File: src/rtl/stab_regulator.sv
// rtl/stab_regulator.sv - tilt-error to stepper command regulator with deadband, slew ramp and stop-before-reverse
// Optional watchdog enabled by defining STAB_WATCHDOG_EN.
module stab_regulator #(
    parameter int ERR_W      = 12,
    parameter int DEADBAND   = 16,
    parameter int RATE_SHIFT = 6,
    parameter int RAMP_DIV   = 50000,
    parameter int TIMEOUT    = 2500000
) (
    input  logic             clk,
    input  logic             rst,
    input  logic             err_valid,
    input  logic [ERR_W-1:0] err_data,
    output logic             rot_en,
    output logic             rot_dir,
    output logic [2:0]       set_rate,
    output logic [1:0]       state,
    output logic             timeout
);

    typedef enum logic [1:0] {
        STOP  = 2'd0,
        RUN   = 2'd1,
        BRAKE = 2'd2
    } st_t;

    localparam int CW = (RAMP_DIV > 2) ? $clog2(RAMP_DIV) : 1;
    localparam logic [ERR_W-1:0] MAG_MAX = {1'b0, {(ERR_W-1){1'b1}}};
    localparam logic [ERR_W-1:0] ERR_MIN = {1'b1, {(ERR_W-1){1'b0}}};
    localparam logic [ERR_W-1:0] DB      = ERR_W'(DEADBAND);
    localparam logic [ERR_W-1:0] RATE_MAX_W = ERR_W'(7);

    st_t              st;
    logic [ERR_W-1:0] err_q;
    logic             tgt_en;
    logic             tgt_dir;
    logic [2:0]       tgt_rate;
    logic             tgt_live;
    logic [CW-1:0]    ramp_cnt;
    logic             tick;

    logic [ERR_W-1:0] mag;
    logic [ERR_W-1:0] excess;
    logic             en_next;
    logic [2:0]       rate_next;

    // The most negative sample has no positive twin, so it saturates.
    always_comb begin
        mag = err_q;
        if (err_q[ERR_W-1]) begin
            mag = (err_q == ERR_MIN) ? MAG_MAX : -err_q;
        end
        en_next   = (mag > DB);
        excess    = (mag - DB) >> RATE_SHIFT;
        rate_next = 3'd0;
        if (en_next) begin
            rate_next = (excess > RATE_MAX_W) ? 3'd7 : excess[2:0];
        end
    end

    always_ff @(posedge clk or posedge rst) begin
        if (rst) begin
            err_q    <= '0;
            tgt_en   <= 1'b0;
            tgt_dir  <= 1'b0;
            tgt_rate <= 3'd0;
        end else begin
            if (err_valid) begin
                err_q <= err_data;
            end
            tgt_en   <= en_next;
            tgt_dir  <= ~err_q[ERR_W-1];
            tgt_rate <= rate_next;
        end
    end

    always_ff @(posedge clk or posedge rst) begin
        if (rst) begin
            ramp_cnt <= '0;
        end else if (tick) begin
            ramp_cnt <= '0;
        end else begin
            ramp_cnt <= ramp_cnt + 1'b1;
        end
    end

    assign tick = (ramp_cnt == CW'(RAMP_DIV - 1));

`ifdef STAB_WATCHDOG_EN
    localparam int TW = $clog2(TIMEOUT + 1);
    logic [TW-1:0] wd_cnt;
    logic          wd_flag;

    always_ff @(posedge clk or posedge rst) begin
        if (rst) begin
            wd_cnt  <= '0;
            wd_flag <= 1'b0;
        end else if (err_valid) begin
            wd_cnt  <= '0;
            wd_flag <= 1'b0;
        end else if (!wd_flag) begin
            if (wd_cnt == TW'(TIMEOUT - 1)) begin
                wd_flag <= 1'b1;
            end
            wd_cnt <= wd_cnt + 1'b1;
        end
    end

    assign timeout  = wd_flag;
    assign tgt_live = tgt_en & ~wd_flag;
`else
    // Constant 0; the comparison only keeps TIMEOUT referenced in this build.
    assign timeout  = (TIMEOUT < 0);
    assign tgt_live = tgt_en;
`endif

    function automatic logic [2:0] step_toward(input logic [2:0] cur, input logic [2:0] tgt);
        if (cur < tgt) begin
            return cur + 3'd1;
        end else if (cur > tgt) begin
            return cur - 3'd1;
        end
        return cur;
    endfunction

    // Direction is only ever loaded on the STOP -> RUN edge, so reversal always passes through zero.
    always_ff @(posedge clk or posedge rst) begin
        if (rst) begin
            st       <= STOP;
            rot_en   <= 1'b0;
            rot_dir  <= 1'b0;
            set_rate <= 3'd0;
        end else if (tick) begin
            case (st)
                STOP: begin
                    if (tgt_live) begin
                        st       <= RUN;
                        rot_en   <= 1'b1;
                        rot_dir  <= tgt_dir;
                        set_rate <= 3'd0;
                    end
                end
                RUN: begin
                    if (!tgt_live || (tgt_dir != rot_dir)) begin
                        if (set_rate == 3'd0) begin
                            st     <= STOP;
                            rot_en <= 1'b0;
                        end else begin
                            st       <= BRAKE;
                            set_rate <= set_rate - 3'd1;
                        end
                    end else begin
                        set_rate <= step_toward(set_rate, tgt_rate);
                    end
                end
                BRAKE: begin
                    if (tgt_live && (tgt_dir == rot_dir)) begin
                        st       <= RUN;
                        set_rate <= step_toward(set_rate, tgt_rate);
                    end else if (set_rate != 3'd0) begin
                        set_rate <= set_rate - 3'd1;
                    end else begin
                        st     <= STOP;
                        rot_en <= 1'b0;
                    end
                end
                default: begin
                    st       <= STOP;
                    rot_en   <= 1'b0;
                    set_rate <= 3'd0;
                end
            endcase
        end
    end

    assign state = st;

endmodule
File: config.mk
export PLATFORM = sky130hd
export DESIGN_NAME = stab_regulator
export DESIGN_NICKNAME = d
export VERILOG_FILES = /design/src/rtl/stab_regulator.sv
export SDC_FILE = /design/constraint.sdc
export NUM_CORES = 1
export LEC_CHECK = 0
export BUFFER_PORTS_ARGS = -buffer_cell sky130_fd_sc_hd__buf_2
export CORE_ASPECT_RATIO = 1.75
export CORE_MARGIN = 3
export CORE_UTILIZATION = 30
export DETAILED_ROUTE_END_ITERATION = 10
export PLACE_DENSITY = 0.45
export SYNTH_ARGS = -nofsm -noshare
export SYNTH_HDL_FRONTEND = slang
export SYNTH_SLANG_ARGS = --single-unit
File: constraint.sdc
create_clock -name clk -period 7.15 [get_ports clk]
set_clock_uncertainty 0.05 [all_clocks]
set_input_delay 0.3575 -clock clk [delete_from_list [all_inputs] [get_ports clk]]
set_output_delay 0.3575 -clock clk [all_outputs]
set_load 0.1 [all_outputs]
Yosys cells after proc, flatten, opt, wreduce, memory -nomap -nowiden
Index checks and enable logic that the tools add are counted.
{"block": "word_totals", "in_bits": 15, "register_bits": 40, "out_inout_bits": 8, "word_cells": 80}
{"block": "classes", "n_addsub": 5, "mux": 35, "magnitude_cmp": 4, "n_eq_ne": 16, "reduce_logical": 10, "bitwise_logic": 1}
{"operator": "$mux 3", "count": 11}
{"operator": "$mux 12", "count": 2}
{"operator": "$add 16x1->16 const B", "count": 1}
{"operator": "$eq 16x16->1 const B", "count": 1}
{"operator": "$mux 16", "count": 1}
{"operator": "$ne 3x3->1 const B", "count": 5}
{"operator": "$mux 1", "count": 13}
{"operator": "$eq 12x12->1 const B", "count": 1}
{"operator": "$gt 12x5->1 const B", "count": 1}
{"operator": "$neg 12->12", "count": 1}
{"operator": "$reduce_and 6->1", "count": 2}
{"operator": "$sub 12x5->12 const B", "count": 1}
{"operator": "$mux 2", "count": 5}
{"operator": "$ne 2x2->1 const B", "count": 5}
{"operator": "$pmux 3 s3", "count": 1}
{"operator": "$gt 6x3->1 const B", "count": 1}
{"operator": "$pmux 2 s3", "count": 1}
{"operator": "$reduce_and 4->1", "count": 1}
{"operator": "$add 3x1->3 const B", "count": 1}
{"operator": "$gt 3x3->1", "count": 1}
{"operator": "$logic_not 3->1", "count": 1}
{"operator": "$lt 3x3->1", "count": 1}
{"operator": "$pmux 1 s3", "count": 1}
{"operator": "$reduce_and 3->1", "count": 1}
{"operator": "other kinds (11)", "count": 11}

Logic depth before layout (Yosys ltp)
Gate-level depths: netlist of the first run.
{"block": "depth", "word_depth": 9, "ltp_mapped": 9, "depth_no_buf": 8}

Worst setup path before layout of the first run
Ideal clock, no wire load.
{"block": "synth_path", "path_type": "reg-to-reg", "startpoint": "register set_rate[1]", "endpoint": "register set_rate[1]", "required_ps": 6974, "arrival_ps": 2411, "path_buffers": 0, "stages_incl_launch_ff": 8, "period_less_slack_ps": 2587, "setup_time_ps": 126, "setup_slack_ps": 4563, "path_cell_list": "dfrtp_1 > ha_1 > nor2b_1 > o21ai_0 > nand2b_1 > a31oi_1 > o21a_1 > mux2_2"}
{"block": "synth_between", "elab_chain_cells": 8, "elab_cells_between_ends": 28, "cone_classes": "add/sub: 2; order compare: 2; eq/ne: 4; mux: 17; reduce/logical: 3"}
{"element": "from (decl)", "line_no": "16", "text": "output logic [2:0] set_rate,"}
{"element": "from (signal assigned)", "line_no": "150", "text": "set_rate <= set_rate - 3'd1;"}
{"element": "from (signal assigned)", "line_no": "153", "text": "set_rate <= step_toward(set_rate, tgt_rate);"}
{"element": "from (signal assigned)", "line_no": "159", "text": "set_rate <= step_toward(set_rate, tgt_rate);"}
{"element": "$gt 3x3->1", "line_no": "120", "text": "end else if (cur > tgt) begin"}
{"element": "$mux 1", "line_no": "120"}
{"element": "$mux 1", "line_no": "118", "text": "if (cur < tgt) begin"}
{"element": "$mux 1, on equally long branches", "line_no": "157, 144"}
{"element": "$mux 1", "line_no": "134", "text": "case (st)"}
{"element": "$mux 1", "line_no": "133", "text": "end else if (tick) begin"}
{"element": "$ne 3x3->1 (no source line)"}
{"element": "$reduce_and 6->1 (no source line)"}
Several ways; a longest one is shown, not always the timed one. The select of a mux whose other input is x is not followed.
A chain may end at the register's enable or synchronous reset.

Worst setup path in the final report of the first run
{"block": "layout_path", "startpoint": "register err_q[1]", "endpoint": "register tgt_rate[2]"}
{"block": "layout_between", "elab_chain_cells": 7, "elab_cells_between_ends": 9, "cone_classes": "add/sub: 2; order compare: 2; eq/ne: 1; mux: 4"}
{"element": "from (decl)", "line_no": "34", "text": "logic [ERR_W-1:0] err_q;"}
{"element": "from (signal assigned)", "line_no": "69", "text": "err_q <= err_data;"}
{"element": "$neg 12->12 or $eq 12x12->1 (tied branches)", "line_no": "51", "text": "mag = (err_q == ERR_MIN) ? MAG_MAX : -err_q;"}
{"element": "$mux 12", "line_no": "51"}
{"element": "$mux 12 (*)", "line_no": "50", "text": "if (err_q[ERR_W-1]) begin"}
{"element": "$sub 12x5->12", "line_no": "54", "text": "excess = (mag - DB) >> RATE_SHIFT;"}
{"element": "$gt 6x3->1", "line_no": "57", "text": "rate_next = (excess > RATE_MAX_W) ? 3'd7 : excess[2:0];"}
{"element": "$mux 3", "line_no": "57"}
{"element": "$mux 3 (*)", "line_no": "56", "text": "if (en_next) begin"}
{"element": "named net rate_next[2]", "line_no": "45", "text": "logic [2:0] rate_next;"}
{"element": "to (signal assigned)", "line_no": "73", "text": "tgt_rate <= rate_next;"}
{"element": "to (decl)", "line_no": "37", "text": "logic [2:0] tgt_rate;"}
The timed path passes the listed nets; every way through them passes the cells marked *.

==> impl_metrics.toml, run 1 <==
[logic_synthesis]
ys_top_cells_by_count = "dfrtp_1 (40), nor2_1 (28), nand2_1 (19), xor2_1 (16), inv_1 (15)"
synthesis.area_um2 = 2430
yosys.area.top_type = "dfrtp_1"
synth_edf_count = 0
yosysUniqueCellTypes = 54
synth_cells = 254
syn_nets = 281
yosys_most_used_dff = "dfrtp_1"
yosys_warnings = 0
yosys_register_bits = 40
synth_area_per_cell_um2 = 9.56
yosys-top-cells-area = "dfrtp_1 (41%), ha_1 (6.2%), xor2_1 (5.8%)"
synth.most_common_cell = "dfrtp_1"
ys_seq_area_share_pct = 41.2
synthArstFlopShare_pct = 100
synth_top_area_share_pct = 41.2

[grt]
grt_max_degree = 41
grt_pass1_vias = 1953
grt_pass1_wl_um = 9250
antenna_found_initial = 0
grt_util_all_layers_pct = 13.0
grt_overflow = 0

[drt]
drc_errors = 0
vias = 1877
routed_wl_um = 5320
postRouteAntennaNets = 0
drt_pass1_iterations = 4
first_iter_violations = 99
wire_per_inst_um = 14.7
viasPerCell = 5.19

[clock_network]
htreeDepth = 2
numCtsBuffers = 5
clockBufferDepth = 2
cts_tree = "done"
clock_sinks = 40
post_cts_buffers = 0
holdBufCountCts = 0
cts_resized = 0
cts.clk_slew.worst_paths_ns = 0.06
root_buffer = "clkbuf_16"
clock_latency_ns = 0.28

[power]
p_per_area_nw_per_um2 = 197
p_leak_nw = 1.27
ir_worst_vdd_v = 0.000107
power_mw = 0.540

[timing]
maxSlewViolCount = 0
hold-worst-slack_ns = 0.151
worstMarginPinSlew_ns = 0.724
finalSetupViolCount = 0
fin_setup_tns_ns = 0
rsz0062_at_grt = "no"
max_freq_ghz = 0.378
hold_viol_final = 0
period_share_pct = 37.0
min_period_ns = 2.65
worst_slack_ns = 4.50
slew_headroom_pct = 51.4

[worst_setup_path]
critPathLaunchType = "register"
reg2reg_depth = 8
r2r-end = "tgt_rate[2]"
path_max_fanout = 6
critical_path_arrival_ns = 2.73
crit_type = "register to register"
crit_path_end_kind = "register"
r2r_start = "err_q[1]"
worst-r2r-setup-slack_ns = 4.50
critPathRequiredTime_ns = 7.24

[floorplanning]
die_h_um = 125
rows = 42
die_width_um = 74.0
die_area_um2 = 9250
num_io_pins = 23
start_util_pct = 31.4
design.core.area_um2 = 7720

[hold_path]
hp-class = "input pin to asynchronous set/reset pin"

[final_layout]
syn2layout_area_growth_pct = 12.8
antenna_cells = 0
fin_nets = 301
nFillCells = 803
drive_gt1_share_pct = 17.5

[placement]
dp_hpwl_um = 4130
post-place-ws_ns = 4.53
port_buffers = 21
globalplace.congestion = 0.844

[run]
max_cap_viol_count = 0

[status]
status = "completed"
-- cells in the final DEF (no fill, tap or decap), types with 6 or more instances in the layout --
master	count
a21oi_1	6
buf_2	21
dfrtp_1	40
ha_1	12
inv_1	15
mux2_2	12
nand2_1	19
nand3_1	11
nor2_1	28
o21ai_0	11
xnor2_1	6
xor2_1	16
-- routing by layer --
metal | GRT usage, % | wire, µm | up-vias
met1 | 12.8 | 1850 | 895
met3 | 2.57 | 148 | 15
met4 | 7.68 | 259 | 0
met5 | 0 | 0 | -
met2 | 23.8 | 3060 | 36
li1 | - | - | 931
-- stage by stage --
step / util (%) / instance area [µm²] / instances
finish: 35.4 / 2740 / 362
global route: 35.4 / 2740 / 362
CTS: 35.4 / 2740 / 362
detailed placement: 33.7 / 2600 / 355
global placement: 33.7 / 2600 / 355
floorplan: - / 2430 / 254
-- critical path, cell delays in order, from the launching register on --
cell,delay (ns)
dfrtp_1,0.41
inv_1,0.08
ha_1,0.23
or4b_1,0.57
o41a_1,0.45
a221oi_2,0.24
nand3_1,0.13
mux2i_2,0.24
a22oi_1,0.10
-- state kept, by name (all words and copies together) (netlist names) --
signal	count
err_q	12
tgt_rate	3
state	2
tgt_dir	1
tgt_en	1
rot_en	1
ramp_cnt	16
set_rate	3
rot_dir	1
-- power by group --
group / total (mW) / internal [mW] / switching, mW / leakage (nW)
combinational: 0.0784 / 0.0324 / 0.0460 / 0.701
sequential: 0.251 / 0.236 / 0.0147 / 0.498
clock: 0.211 / 0.127 / 0.0838 / 0.0667
-- worst max path at each step --
| stage | cells past startpoint | startpoint | end |
|---|---|---|---|
| 6_report | 8 | err_q[1] | tgt_rate[2] |
| 5_1_grt | 8 | err_q[1] | tgt_rate[2] |
| 3_3_place_gp | 8 | err_q[1] | tgt_rate[0] |
| 3_5_place_dp | 8 | err_q[1] | tgt_rate[0] |
| 2_1_floorplan | 7 | set_rate[1] | set_rate[1] |
| 4_1_cts | 8 | err_q[1] | tgt_rate[0] |
-- area by class of cell --
| cell class | count | area (µm²) | area share, % |
|---|---|---|---|
| Timing Repair Buffer | 22 | 113 | 4.11 |
| Clock buffer | 6 | 129 | 4.71 |
| Tap cell | 88 | 110 | 4.02 |
| Inverter | 15 | 56.3 | 2.06 |
| Multi-Input combinational cell | 190 | 1320 | 48.4 |
| Clock inverter | 1 | 5.00 | 0.183 |
| Sequential cell | 40 | 1000 | 36.6 |
-- logic make-up (layout without fill, tap and decap cells) --
family | Yosys count | in the layout | share of synthesized area, %
other | 1 | 1 | 0.154
buffers and inverters | 24 | 44 | 4.23
AOI/OAI and AO/OA | 45 | 45 | 13.2
xor gates and xnor gates | 22 | 22 | 7.94
DFF | 40 | 40 | 41.2
adders and majority gates | 12 | 12 | 6.19
muxes | 17 | 17 | 7.78
and+or+nand+nor | 93 | 93 | 19.2
No activity file was read; power rests on OpenSTA's default activity.
==> run 2, diff against run 1 <==
- clock period: 7.15 -> 2.7 ns (I/O delays scaled with it)
==> run 2 against run 1 <==
Effect of this change:
- wire length rose by 6.6%
- fmax is 4.3% higher
- first-iteration DRC count down 21%
- setup slack worse by 4.3 ns
- highest routed layer unchanged
- register-to-register slack worse by 4.3 ns
- sequential share of layout area fell by 1.4 points
- clock power grew to 2.9 times the previous value
- largest power group unchanged
- utilization grew 1.4 points
- cell area grew 4.0%
- worst hold slack lost 0.14 ns
- die area did not move
- critical path depth unchanged
==> impl_metrics.toml, run 2 (synthesis gave the netlist of run 1 again) <==
[status]
status = "completed"

[clock_network]
clock_sinks = 40
numCtsBuffers = 5
htreeDepth = 2
clockBufferDepth = 2
root_buffer = "clkbuf_16"
cts_tree = "done"
cts.clk_slew.worst_paths_ns = 0.06
clock_latency_ns = 0.29

[grt]
grt_pass1_wl_um = 9630
grt_max_degree = 41
grt_util_all_layers_pct = 13.7
grt_overflow = 0
antenna_found_initial = 0
grt_pass1_vias = 2048

[floorplanning]
rows = 42
num_io_pins = 23
die_width_um = 74.0
die_h_um = 125
design.core.area_um2 = 7720
die_area_um2 = 9250
start_util_pct = 31.4

[worst_setup_path]
crit_slowest_cell = "or4b_4"
critPathLaunchType = "register"
crit_type = "register to register"
crit_path_end_kind = "register"
worst-r2r-setup-slack_ns = 0.16
critPathRequiredTime_ns = 2.79
path_max_fanout = 6
r2r_start = "err_q[0]"
r2r-end = "tgt_rate[2]"
slowest_delay_ns = 0.50
reg2reg_depth = 8
crit_chain = "inv_1, ha_4, or4b_4, o41a_1, a221oi_2, nand3_1, mux2i_2, a22oi_1"
critical_path_arrival_ns = 2.63

[power]
p_comb_share_pct = 15.9
swShare_pct = 27.5
power_switching_mw = 0.415
internal-power_mw = 1.09
clkPwrFrac_pct = 40.5
p_per_area_nw_per_um2 = 530
pwr-share-seq_pct = 43.6
ir_worst_vdd_v = 0.000227
p_leak_nw = 1.31
power_mw = 1.51

[timing]
rsz0062_at_grt = "no"
hold_viol_final = 0
slew_headroom_pct = 55.7
maxSlewViolCount = 0
max_freq_ghz = 0.394
period_share_pct = 94.0
finalSetupViolCount = 0
min_period_ns = 2.54
fin_setup_tns_ns = 0
worstMarginPinSlew_ns = 0.656

[drt]
drc_errors = 0
postRouteAntennaNets = 0
wire_per_inst_um = 15.3
drt_pass1_iterations = 4
first_iter_violations = 78
viasPerCell = 5.15
routed_wl_um = 5670
vias = 1911

[hold_path]
hold_start = "err_data[1]"
whs_path_depth = 3
hp-class = "input pin to register"
hold_end = "err_q[1]"

[final_layout]
reg_top3 = "ramp_cnt x16, err_q x12"
drive_gt1_share_pct = 20.5
layout_common_cells = "dfrtp_1 (40), nor2_1 (28), buf_2 (21)"
final_common_cell = "dfrtp_1"
antenna_cells = 0
top_register = "ramp_cnt"
syn2layout_area_growth_pct = 17.3
fin_nets = 309
nFillCells = 822
largest_reg_flops = 16

[placement]
port_buffers = 21
dp_hpwl_um = 4230
globalplace.congestion = 0.880

[run]
max_cap_viol_count = 0
## run 2: repair_timing
item	in CTS	in global routing
hold endpoints to repair	41	0
setup endpoints to repair	0	3
hold buffers	2	0
resized for setup	0	5
buffers inserted	0	0
## run 2: worst max path at each step
| stage | start | end | slack (ns) |
|---|---|---|---|
| 6_report | err_q[0] | tgt_rate[2] | 0.16 |
| 5_1_grt | err_q[0] | tgt_rate[0] | 0.001 |
| 4_1_cts | err_q[1] | tgt_rate[2] | 0.05 |
| 3_5_place_dp | err_q[1] | tgt_rate[2] | 0.07 |
| 3_3_place_gp | err_q[1] | tgt_rate[2] | 0.11 |
| 2_1_floorplan | set_rate[1] | set_rate[1] | 0.11 |
## run 2: per-stage QoR
step                instances  setup WS [ns]  cell area [µm²]  util (%)  hold WS, ns
finish                    371          0.161             2850      36.9      0.00836
global route              371        0.00135             2850      36.9       0.0302
CTS                       371         0.0535             2820      36.5      0.00834
detailed placement        361         0.0700             2650      34.3        0.260
global placement          361          0.105             2650      34.3        0.253
floorplan                 254          0.113             2430         -        0.202
## run 2: cell type report
| type | count | area [µm²] | share of cell area [%] |
|---|---|---|---|
| inverter | 15 | 56.3 | 1.98 |
| multi-input combinational | 190 | 1350 | 47.5 |
| timing repair buffer | 30 | 178 | 6.24 |
| clock buffer | 7 | 143 | 5.01 |
| clock inverter | 1 | 7.51 | 0.264 |
| tap | 88 | 110 | 3.87 |
| sequential | 40 | 1000 | 35.1 |
## run 2: power groups by stage
| stage | Combinational, mW | Clock [mW] | Sequential (mW) |
|---|---|---|---|
| 6_report | 0.239 | 0.611 | 0.658 |
| 5_1_grt | 0.272 | 0.653 | 0.663 |
| 4_1_cts | 0.230 | 0.636 | 0.658 |
| 3_5_place_dp | 0.227 | 0 | 0.669 |
| 3_3_place_gp | 0.226 | 0 | 0.669 |
| 2_1_floorplan | 0.176 | 0 | 0.655 |
## run 2: metal layers
layer / vias to the layer above / wire [µm] / GRT usage [%]
met4: 0 / 193 / 8.00
met1: 906 / 2010 / 12.6
met2: 30 / 3300 / 25.7
li1: 961 / - / -
met5: - / 0 / 0
met3: 14 / 171 / 3.29
## run 2: critical path, delay by kind of cell (launching register included)
family / cells / cell delay (ns)
and+or+nand+nor: 2 / 0.63
adders and majority gates: 1 / 0.17
buffers and inverters: 1 / 0.13
DFF: 1 / 0.39
muxes: 1 / 0.25
AOI/OAI and AO/OA: 3 / 0.77
==> run 3, diff against run 2 <==
- CELL_PAD_IN_SITES_DETAIL_PLACEMENT: not set -> 1
- CELL_PAD_IN_SITES_GLOBAL_PLACEMENT: not set -> 2
- PLACE_DENSITY: 0.45 -> 0.65
==> run 3 against run 2 <==
Effect of this change:
- critical path depth unchanged
- clock power grew 10%
- wire length grew 4.4%
- setup slack gained 0.038 ns
- sequential cell count stayed put
- largest power group is now clock
- via count up 3.0%
- worst hold slack improved by 0.0041 ns
- combinational power shrank 4%
- cell area is 0.48% lower
- critical endpoint unchanged
==> impl_metrics.toml, run 3 (synthesis gave the netlist of run 1 again) <==
[final_layout]
regArea_um2 = 1000
top_register = "ramp_cnt"
fin_nets = 309
drive_gt1_share_pct = 20.1
largest_reg_flops = 16
final_common_cell = "dfrtp_1"
multi_input_area_um2 = 1330
nFillCells = 907
layout_common_cells = "dfrtp_1 (40), nor2_1 (28), buf_2 (21)"
reg_top3 = "ramp_cnt x16, err_q x12"
syn2layout_area_growth_pct = 16.8
antenna_cells = 0

[timing]
maxSlewViolCount = 0
period_share_pct = 92.6
slew_headroom_pct = 58.9
fin_setup_tns_ns = 0
rsz0062_at_grt = "no"
finalSetupViolCount = 0
min_period_ns = 2.50
hold_viol_final = 0
max_freq_ghz = 0.400
worst_slack_ns = 0.199
worstMarginPinSlew_ns = 0.608

[grt]
grt_pass1_wl_um = 10100
antenna_found_initial = 0
grt_overflow = 0
grt_util_all_layers_pct = 14.2
grt_max_degree = 41
grt_pass1_vias = 2054

[worst_setup_path]
crit_type = "register to register"
critPathRequiredTime_ns = 2.79
critPathLaunchType = "register"
crit_path_end_kind = "register"
reg2reg_depth = 8
critical_path_arrival_ns = 2.59
path_max_fanout = 6

[drt]
drt_pass1_iterations = 4
drc_errors = 0
postRouteAntennaNets = 0
wire_per_inst_um = 15.9
vias = 1968
routed_wl_um = 5910
first_iter_violations = 94
viasPerCell = 5.30

[floorplanning]
design.core.area_um2 = 7720
start_util_pct = 31.4
die_h_um = 125
num_io_pins = 23
die_width_um = 74.0
die_area_um2 = 9250
rows = 42

[placement]
post-place-ws_ns = 0.134
port_buffers = 21
dp_hpwl_um = 4620
globalplace.congestion = 0.830

[clock_network]
root_buffer = "clkbuf_16"
clock_sinks = 40
cts_tree = "done"
clockBufferDepth = 2
numCtsBuffers = 5
cts.clk_slew.worst_paths_ns = 0.06
clock_latency_ns = 0.28
htreeDepth = 2

[hold_path]
whs_path_depth = 3
hp-class = "input pin to register"

[power]
p_per_area_nw_per_um2 = 551
p_leak_nw = 1.32
ir_worst_vdd_v = 0.000210

[run]
max_cap_viol_count = 0

[status]
status = "completed"
run 3: changes by cell type in the layout (fill, tap and decap cells not counted), sizes merged:
cell         before  now
clkbuf            7    6
dlygate4sd3       2    1
buf              28   29
clkinvlp          1    0
bufinv            0    1
clkinv            0    1
run 3: metal layers:
layer	share of wire, %	vias up	wire length, µm	global-route usage [%]
li1	-	951	-	-
met1	36	976	2130	14.1
met2	58	28	3450	26.8
met3	2.6	13	151	2.33
met4	3.1	0	183	6.83
met5	0	-	0	0
run 3: path summary, 6_finish.rpt:
kind                                   from     endpoint  slack (ns)
worst max-delay path               err_q[1]  tgt_rate[2]        0.20
worst min-delay path            err_data[0]     err_q[0]        0.01
worst max register to register     err_q[1]  tgt_rate[2]        0.20
worst min register to register  ramp_cnt[0]  ramp_cnt[0]        0.44
max in group asynchronous               rst     err_q[2]        1.76
min in group asynchronous               rst       rot_en        0.48
run 3: final cells by class:
| cell class | count | share of cell area [%] |
|---|---|---|
| multi-input combinational | 190 | 46.8 |
| inverter | 15 | 1.99 |
| clock buffer | 6 | 4.55 |
| sequential | 40 | 35.3 |
| clock inverter | 2 | 1.24 |
| timing repair buffer | 30 | 6.18 |
| tap | 88 | 3.89 |
run 3: repair_timing:
action / 4_1_cts / 5_1_grt
endpoints found under the hold margin: 40 / 0
hold buffers: 1 / 0
gates resized for setup: 0 / 1
setup endpoints to repair: 0 / 3
setup buffers: 0 / 0
run 3: critical path, cell delays in order (launching register included):
cell      delay [ns]
dfrtp_1         0.42
inv_1           0.09
ha_1            0.16
or4b_4          0.51
o41a_1          0.42
a221oi_2        0.24
nand3_1         0.13
mux2i_2         0.24
a22oi_1         0.10
run 3: power breakdown:
group          leakage (nW)  internal (mW)  switching (mW)  total [mW]
Combinational         0.743         0.0952           0.134       0.229
Clock                0.0808          0.435           0.239       0.674
Sequential            0.498          0.626          0.0341       0.660
Total                  1.32           1.16           0.407        1.56
run 3: through the flow:
stage          power, mW  cell area, µm²  util (%)  hold slack, ns  cells
2_1_floorplan      0.832            2430         -           0.202    254
3_3_place_gp       0.903            2660      34.4           0.253    362
3_5_place_dp       0.902            2660      34.4           0.260    362
4_1_cts             1.59            2830      36.6         0.00923    371
5_1_grt             1.64            2830      36.7          0.0301    371
6_report            1.56            2830      36.7          0.0124    371
